### config.mk
export PLATFORM = sky130hd
export DESIGN_NAME = dual2ascii
export DESIGN_NICKNAME = d
export VERILOG_FILES = /design/src/rtl/dual2ascii.sv
export SDC_FILE = /design/constraint.sdc
export NUM_CORES = 1
export LEC_CHECK = 0
export CELL_PAD_IN_SITES_DETAIL_PLACEMENT = 0
export CELL_PAD_IN_SITES_GLOBAL_PLACEMENT = 1
export CORE_UTILIZATION = 40
export CTS_BUF_LIST = sky130_fd_sc_hd__clkbuf_4 sky130_fd_sc_hd__clkbuf_8 sky130_fd_sc_hd__clkbuf_16
export CTS_CLUSTER_DIAMETER = 200
export DETAILED_ROUTE_END_ITERATION = 16
export HOLD_SLACK_MARGIN = 0.15
export PLACE_DENSITY = 0.74
export SYNTH_ARGS = -nofsm -noshare
export SYNTH_HDL_FRONTEND = slang
export SYNTH_SLANG_ARGS = --single-unit
### constraint.sdc
create_clock -name clock -period 5.4 [get_ports clock]
set_input_delay 1.08 -clock clock [delete_from_list [all_inputs] [get_ports clock]]
set_output_delay 1.08 -clock clock [all_outputs]
set_load 0.01 [all_outputs]
### src/rtl/dual2ascii.sv
// dual2ascii: binary-to-ASCII display formatter for the bike-computer LCD.
// A start pulse captures speed/trip/time inputs. Two double-dabble engines
// run side by side: one for the 2-digit speed field and one for the 4-digit
// mode-selected field. Six registered ASCII character codes result.
// Fixed latency: start sampled at edge k, outputs and valid_out at edge k+16.

module dual2ascii (
    input  logic        clock,
    input  logic        reset,
    input  logic        start,
    input  logic [6:0]  speed,
    input  logic [6:0]  max_speed,
    input  logic [13:0] distance,
    input  logic [9:0]  avg_speed,
    input  logic [6:0]  hours,
    input  logic [5:0]  minutes,
    input  logic [5:0]  seconds,
    input  logic        AVS,
    input  logic        DAY,
    input  logic        MAX,
    input  logic        TIM,
    output logic [7:0]  upper10,
    output logic [7:0]  upper01,
    output logic [7:0]  lower1000,
    output logic [7:0]  lower0100,
    output logic [7:0]  lower0010,
    output logic [7:0]  lower0001,
    output logic        valid_out
);

    // ------------------------------------------------------------------
    // Constants
    // ------------------------------------------------------------------
    localparam logic [1:0] ST_IDLE = 2'd0;
    localparam logic [1:0] ST_LOAD = 2'd1;
    localparam logic [1:0] ST_CONV = 2'd2;
    localparam logic [1:0] ST_DONE = 2'd3;

    localparam logic [1:0] SEL_DAY = 2'd0;
    localparam logic [1:0] SEL_AVS = 2'd1;
    localparam logic [1:0] SEL_MAX = 2'd2;
    localparam logic [1:0] SEL_TIM = 2'd3;

    // 14 input bits shifted, counter runs 0..13.
    localparam logic [3:0] LAST_SHIFT = 4'd13;

    localparam logic [7:0] CH_BLANK = 8'h20;

    // ------------------------------------------------------------------
    // Helpers
    // ------------------------------------------------------------------
    // Double-dabble correction: a BCD nibble of 5 or more gets +3 before the shift.
    function automatic logic [3:0] add3(input logic [3:0] n);
        return (n >= 4'd5) ? n + 4'd3 : n;
    endfunction

    // Decimal digit to ASCII code.
    function automatic logic [7:0] to_ch(input logic [3:0] d);
        return {4'h3, d};
    endfunction

    // ------------------------------------------------------------------
    // State
    // ------------------------------------------------------------------
    logic [1:0]  state;
    logic [3:0]  shift_cnt;

    // Inputs captured at the start edge.
    logic [6:0]  cap_speed;
    logic [6:0]  cap_max_speed;
    logic [13:0] cap_distance;
    logic [9:0]  cap_avg_speed;
    logic [6:0]  cap_hours;
    logic [5:0]  cap_minutes;
    logic [5:0]  cap_seconds;
    logic [1:0]  cap_sel;

    // Conversion engines: binary shift-out register plus BCD accumulator.
    logic [13:0] up_bin;
    logic [7:0]  up_bcd;
    logic [13:0] lo_bin;
    logic [15:0] lo_bcd;

    // ------------------------------------------------------------------
    // Combinational signals
    // ------------------------------------------------------------------
    logic [1:0]  sel_in;
    logic [6:0]  up_src;
    logic [6:0]  hh_sat;
    logic [6:0]  time_hi;
    logic [5:0]  time_lo;
    logic [13:0] time_hi14;
    logic [13:0] time_val;
    logic [13:0] lo_src;

    logic [7:0]  up_adj;
    logic [21:0] up_shift;
    logic [15:0] lo_adj;
    logic [29:0] lo_shift;

    logic [7:0]  upper10_n;
    logic [7:0]  upper01_n;
    logic [7:0]  lower1000_n;
    logic [7:0]  lower0100_n;
    logic [7:0]  lower0010_n;
    logic [7:0]  lower0001_n;

    // Resolve mode priority TIM > MAX > AVS > DAY; no mode behaves like DAY.
    always_comb begin
        // NOTE: every always_comb output gets a default first so that no
        // path can leave it unassigned and infer a latch.
        sel_in = SEL_DAY;
        if (TIM)
            sel_in = SEL_TIM;
        else if (MAX)
            sel_in = SEL_MAX;
        else if (AVS)
            sel_in = SEL_AVS;
        else if (DAY)
            sel_in = SEL_DAY;
    end

    // Select and saturate the values loaded into the engines.
    always_comb begin
        up_src    = (cap_speed > 7'd99) ? 7'd99 : cap_speed;
        hh_sat    = (cap_hours > 7'd99) ? 7'd99 : cap_hours;
        // Time is folded into a single value hi*100 + lo, so the 4-digit
        // engine yields the two 2-digit fields directly (constant multiply).
        time_hi   = (cap_hours == 7'd0) ? {1'b0, cap_minutes} : hh_sat;
        time_lo   = (cap_hours == 7'd0) ? cap_seconds : cap_minutes;
        time_hi14 = {7'd0, time_hi};
        time_val  = (time_hi14 << 6) + (time_hi14 << 5) + (time_hi14 << 2)
                  + {8'd0, time_lo};
        case (cap_sel)
            SEL_TIM: lo_src = time_val;
            SEL_MAX: lo_src = {7'd0, cap_max_speed};
            SEL_AVS: lo_src = (cap_avg_speed > 10'd999) ? 14'd999
                                                        : {4'd0, cap_avg_speed};
            default: lo_src = (cap_distance > 14'd9999) ? 14'd9999
                                                        : cap_distance;
        endcase
    end

    // One double-dabble step for each engine: correct nibbles, then shift left.
    always_comb begin
        up_adj   = {add3(up_bcd[7:4]), add3(up_bcd[3:0])};
        up_shift = {up_adj, up_bin} << 1;
        lo_adj   = {add3(lo_bcd[15:12]), add3(lo_bcd[11:8]),
                    add3(lo_bcd[7:4]),   add3(lo_bcd[3:0])};
        lo_shift = {lo_adj, lo_bin} << 1;
    end

    // Encode the finished BCD digits as ASCII with per-mode blanking.
    always_comb begin
        upper10_n   = (up_bcd[7:4] == 4'd0) ? CH_BLANK : to_ch(up_bcd[7:4]);
        upper01_n   = to_ch(up_bcd[3:0]);
        lower1000_n = to_ch(lo_bcd[15:12]);
        lower0100_n = to_ch(lo_bcd[11:8]);
        lower0010_n = to_ch(lo_bcd[7:4]);
        lower0001_n = to_ch(lo_bcd[3:0]);
        case (cap_sel)
            SEL_TIM: begin
                // MMSS / HHMM: every position is a digit.
            end
            SEL_MAX: begin
                lower1000_n = CH_BLANK;
                if (lo_bcd[11:8] == 4'd0)
                    lower0100_n = CH_BLANK;
                if (lo_bcd[11:4] == 8'd0)
                    lower0010_n = CH_BLANK;
            end
            SEL_AVS: begin
                // XX.X: tenths and units always shown.
                lower1000_n = CH_BLANK;
                if (lo_bcd[11:8] == 4'd0)
                    lower0100_n = CH_BLANK;
            end
            default: begin
                // XXX.X: only the two leading positions may blank.
                if (lo_bcd[15:12] == 4'd0)
                    lower1000_n = CH_BLANK;
                if (lo_bcd[15:8] == 8'd0)
                    lower0100_n = CH_BLANK;
            end
        endcase
    end

    // ------------------------------------------------------------------
    // Sequential logic
    // ------------------------------------------------------------------
    // Control FSM, shift counter and registered outputs; reset aborts everything.
    always_ff @(posedge clock) begin
        if (reset) begin
            state     <= ST_IDLE;
            shift_cnt <= 4'd0;
            valid_out <= 1'b0;
            upper10   <= CH_BLANK;
            upper01   <= CH_BLANK;
            lower1000 <= CH_BLANK;
            lower0100 <= CH_BLANK;
            lower0010 <= CH_BLANK;
            lower0001 <= CH_BLANK;
        end else begin
            // NOTE: sequential state uses non-blocking assignments so every
            // register samples the pre-edge values of the others.
            valid_out <= 1'b0;
            case (state)
                ST_IDLE: begin
                    if (start)
                        state <= ST_LOAD;
                end
                ST_LOAD: begin
                    shift_cnt <= 4'd0;
                    state     <= ST_CONV;
                end
                ST_CONV: begin
                    shift_cnt <= shift_cnt + 4'd1;
                    if (shift_cnt == LAST_SHIFT)
                        state <= ST_DONE;
                end
                ST_DONE: begin
                    upper10   <= upper10_n;
                    upper01   <= upper01_n;
                    lower1000 <= lower1000_n;
                    lower0100 <= lower0100_n;
                    lower0010 <= lower0010_n;
                    lower0001 <= lower0001_n;
                    valid_out <= 1'b1;
                    state     <= ST_IDLE;
                end
                default: state <= ST_IDLE;
            endcase
        end
    end

    // Input capture and the two conversion engines.
    // NOTE: datapath registers carry no reset; they are always written
    // (capture, then LOAD) before their contents reach the outputs.
    always_ff @(posedge clock) begin
        if (!reset && state == ST_IDLE && start) begin
            cap_speed     <= speed;
            cap_max_speed <= max_speed;
            cap_distance  <= distance;
            cap_avg_speed <= avg_speed;
            cap_hours     <= hours;
            cap_minutes   <= minutes;
            cap_seconds   <= seconds;
            cap_sel       <= sel_in;
        end

        if (state == ST_LOAD) begin
            up_bin <= {7'd0, up_src};
            up_bcd <= 8'd0;
            lo_bin <= lo_src;
            lo_bcd <= 16'd0;
        end else if (state == ST_CONV) begin
            up_bcd <= up_shift[21:14];
            up_bin <= up_shift[13:0];
            lo_bcd <= lo_shift[29:14];
            lo_bin <= lo_shift[13:0];
        end
    end

endmodule

==> results.toml <==
[run_status]
status = "finished, final reports clean"

[die]
coreArea_mm2 = 0.01736
dieArea_mm2 = 0.01833
io_pins = 113
die_h_um = 135.4
rows = 48
start_util_pct = 41.01
die_w_um = 135.4

[final_layout]
ff_latch_area_mm2 = 0.003744
area_delta_synth_final_pct = 22.89
drive_above_1_share_pct = 8.079
final_util_pct = 50.40
stdcell_count = 980
nFillCells = 1533
antenna_cells = 0
nets = 852
multi_input_area_mm2 = 0.003012

[timing]
rsz0062_at_grt = "false"
fin_hold_ws_ns = 0.4908
setup_viol = 0
fmax_ghz = 0.2807
finalCriticalPeriod_ns = 3.563
final_hold_viol_count = 0
post-route-period-util_pct = 65.98
final_max_slew_viol_count = 0
worst_clock_skew_ns = 0.008107
relSlewSlack_pct = 30.30
worst_slew_pin_slew_ns = 1.045
final.setup.tns_ns = 0

[setup_path]
cp-end-kind = "flip-flop"
worstPathRequired_ns = 5.57
crit_fanout = 12
arrival_ns = 3.73
crit_type = "reg -> reg"
cp-start-kind = "flip-flop"

[logic_synthesis]
ys.flop_type = "edfxtp_1"
yosys_warnings = 0
synth.ff_latch_count = 147
synth_edf_count = 80
synth_seq_area_share_pct = 52.59
syn_area_per_cell_um2 = 10.82
synthArstFlopShare_pct = 0
syn_inst = 658
ys_types = 68
synth.cell_area_mm2 = 0.007118

[clock_network]
cts_setup_buffers = 0
cts_resized = 0
cts.sinks = 147
cts.clk_slew.worst_paths_ns = 0.06
cts_buffer_depth = 2
htreeDepth = 4
cts_hold_buf = 0
cts_tree = "built"
cts_made_buffers = 17
insertion_delay_ns = 0.42
cts-root-buf = "clkbuf_16"

[power_and_ir_drop]
total_power_w = 0.003737
power.leakage_nw = 3.224
power_density_mw_per_mm2 = 427.2
vdd_drop_max_mv = 0.2497

[route]
route.detailed.drc = 0
drtIter0Drc = 229
firstDrtPassIters = 4
viasPerCell = 5.123
vias = 5021
ant_nets = 0
drt-wirelength-per-cell_um = 14.45
routed_wl_mm = 14.16

[run]
cap_violations = 0

[place]
hpwl_mm = 10.18
dp_cells = 948
routabilityCongestion = 0.8045
portBuffers = 93

[global_route]
grt_max_degree = 50
grt_pass1_vias = 4975
antenna_found_initial = 0
grt_pass1_wl_mm = 23.25
globalRouteOverflowTotal = 0
grt_use_total_pct = 16.39

[min_path]
hold_path.class = "reg -> reg"
layout make-up:
| class | count | share of cell area, % |
|---|---|---|
| Timing Repair Buffer | 97 | 10.99 |
| Tap cell | 225 | 3.218 |
| Inverter | 41 | 1.759 |
| Clock inverter | 15 | 1.945 |
| Multi-Input combinational cell | 438 | 34.43 |
| Sequential cell | 147 | 42.80 |
| Clock buffer | 17 | 4.863 |
power breakdown:
| part | total, W | internal, W | leakage [nW] | switching [W] |
|---|---|---|---|---|
| Clock | 0.00118 | 0.000693 | 0.293 | 0.000489 |
| Combinational | 0.00103 | 0.000404 | 1.64 | 0.000629 |
| Sequential | 0.00152 | 0.00144 | 1.29 | 0.0000782 |
| Total | 0.00374 | 0.00254 | 3.22 | 0.00120 |
final timing paths:
kind | startpoint | end | slack [ns] | depth (start not counted)
min reg2reg | lo_bin[13] | lo_bcd[0] | 0.49 | 2
max | cap_hours[6] | lo_bin[13] | 1.84 | 12
min | lo_bin[13] | lo_bcd[0] | 0.49 | 2
max reg2reg | cap_hours[6] | lo_bin[13] | 1.84 | 12
logic make-up (layout without fill, tap and decap cells):
family                     after synthesis  after routing  share of synthesized area (%)
xor gates and xnor gates                18             18                          2.215
adders and majority gates               46             46                          8.191
AOI/OAI and AO/OA                      147            147                          13.69
muxes                                   39             39                          5.590
other                                    2             18                         0.1055
DFF                                    147            147                          52.59
buffers and inverters                   89            170                          6.029
and+or+nand+nor                        170            170                          11.58
per-layer routing:
metal | global-route usage [%] | routed length (µm)
met1 | 19.63 | 6473
met4 | 7.491 | 193
met2 | 27.98 | 6907
met5 | 0 | 0
met3 | 3.666 | 586
cell usage after synthesis (2+ instances only):
cell      number  area (µm²)
ha_1          45       563.0
nor3_1         4       20.02
conb_1         2       7.510
nor2b_1        4       25.02
buf_4         21       157.7
o211ai_1       7       52.55
mux2_2         6       67.56
o21ai_0       30       150.1
a31oi_1       14       87.58
a222oi_1       2       20.02
o21bai_1       5       37.54
a211oi_1       3       22.52
a21oi_1       41       205.2
buf_2          5       25.02
nor2_1        79       296.5
nand2_1       25       93.84
dfxtp_1       67        1341
o22ai_1        5       31.28
nand3_1       19       95.09
inv_1         40       150.1
mux2i_1       33       330.3
a22oi_1       14       105.1
a21o_1         6       45.04
edfxtp_1      80        2402
clkbuf_1      16       60.06
and3_1         2       12.51
nand4b_1       2       17.52
buf_1          5       18.77
nand4_1        2       12.51
o21a_1         3       22.52
xor2_1         7       61.31
or2_2          3       18.77
xnor2_1       11       96.34
and3b_1        2       17.52
nand2b_1      15       93.84
registers in the layout, summed over array words and instances, names as in the netlist, 8 cells and up:
signal,flops
lo_bcd,16
lo_bin,14
up_bin,14
cap_avg_speed,10
cap_distance,14
up_bcd,8
worst max-delay path, cell delays in order, from the launching register on:
cell      delay [ns]
edfxtp_1        0.52
nor3_2          0.27
and3b_4         0.34
a22oi_1         0.22
xor2_1          0.21
ha_1            0.20
o21bai_1        0.15
ha_1            0.37
or4_1           0.48
o21ai_0         0.10
a31oi_1         0.11
a211oi_1        0.26
nor2_1          0.08
placed cells by master, fill, tap and decap left out, types with 3 or more instances in the layout:
master and n:
nor3_1 4, nand2b_1 15, inv_1 40, clkdlybuf4s50_1 93
o22ai_1 5, clkbuf_16 17, clkinv_4 3, buf_4 4
mux2i_1 33, inv_6 5, o211ai_1 7, xnor2_1 11
o21a_1 3, a22oi_1 14, nor2b_1 4, edfxtp_1 80
or2_2 3, xor2_1 7, mux2_2 6, ha_1 43
a31oi_1 14, dfxtp_1 67, o21bai_1 5, o21ai_0 30
nor2_1 79, a21oi_1 41, a211oi_1 3, nand3_1 19
a21o_1 6, nand2_1 25, conb_1 18
through the flow:
step	cell area, µm²	worst slack, ns
6_report	8747	1.837
2_1_floorplan	7178	2.174
3_3_place_gp	8152	1.930
5_1_grt	8747	1.610
3_5_place_dp	8152	1.865
4_1_cts	8747	1.853
(Power assumes the default switching activity.)
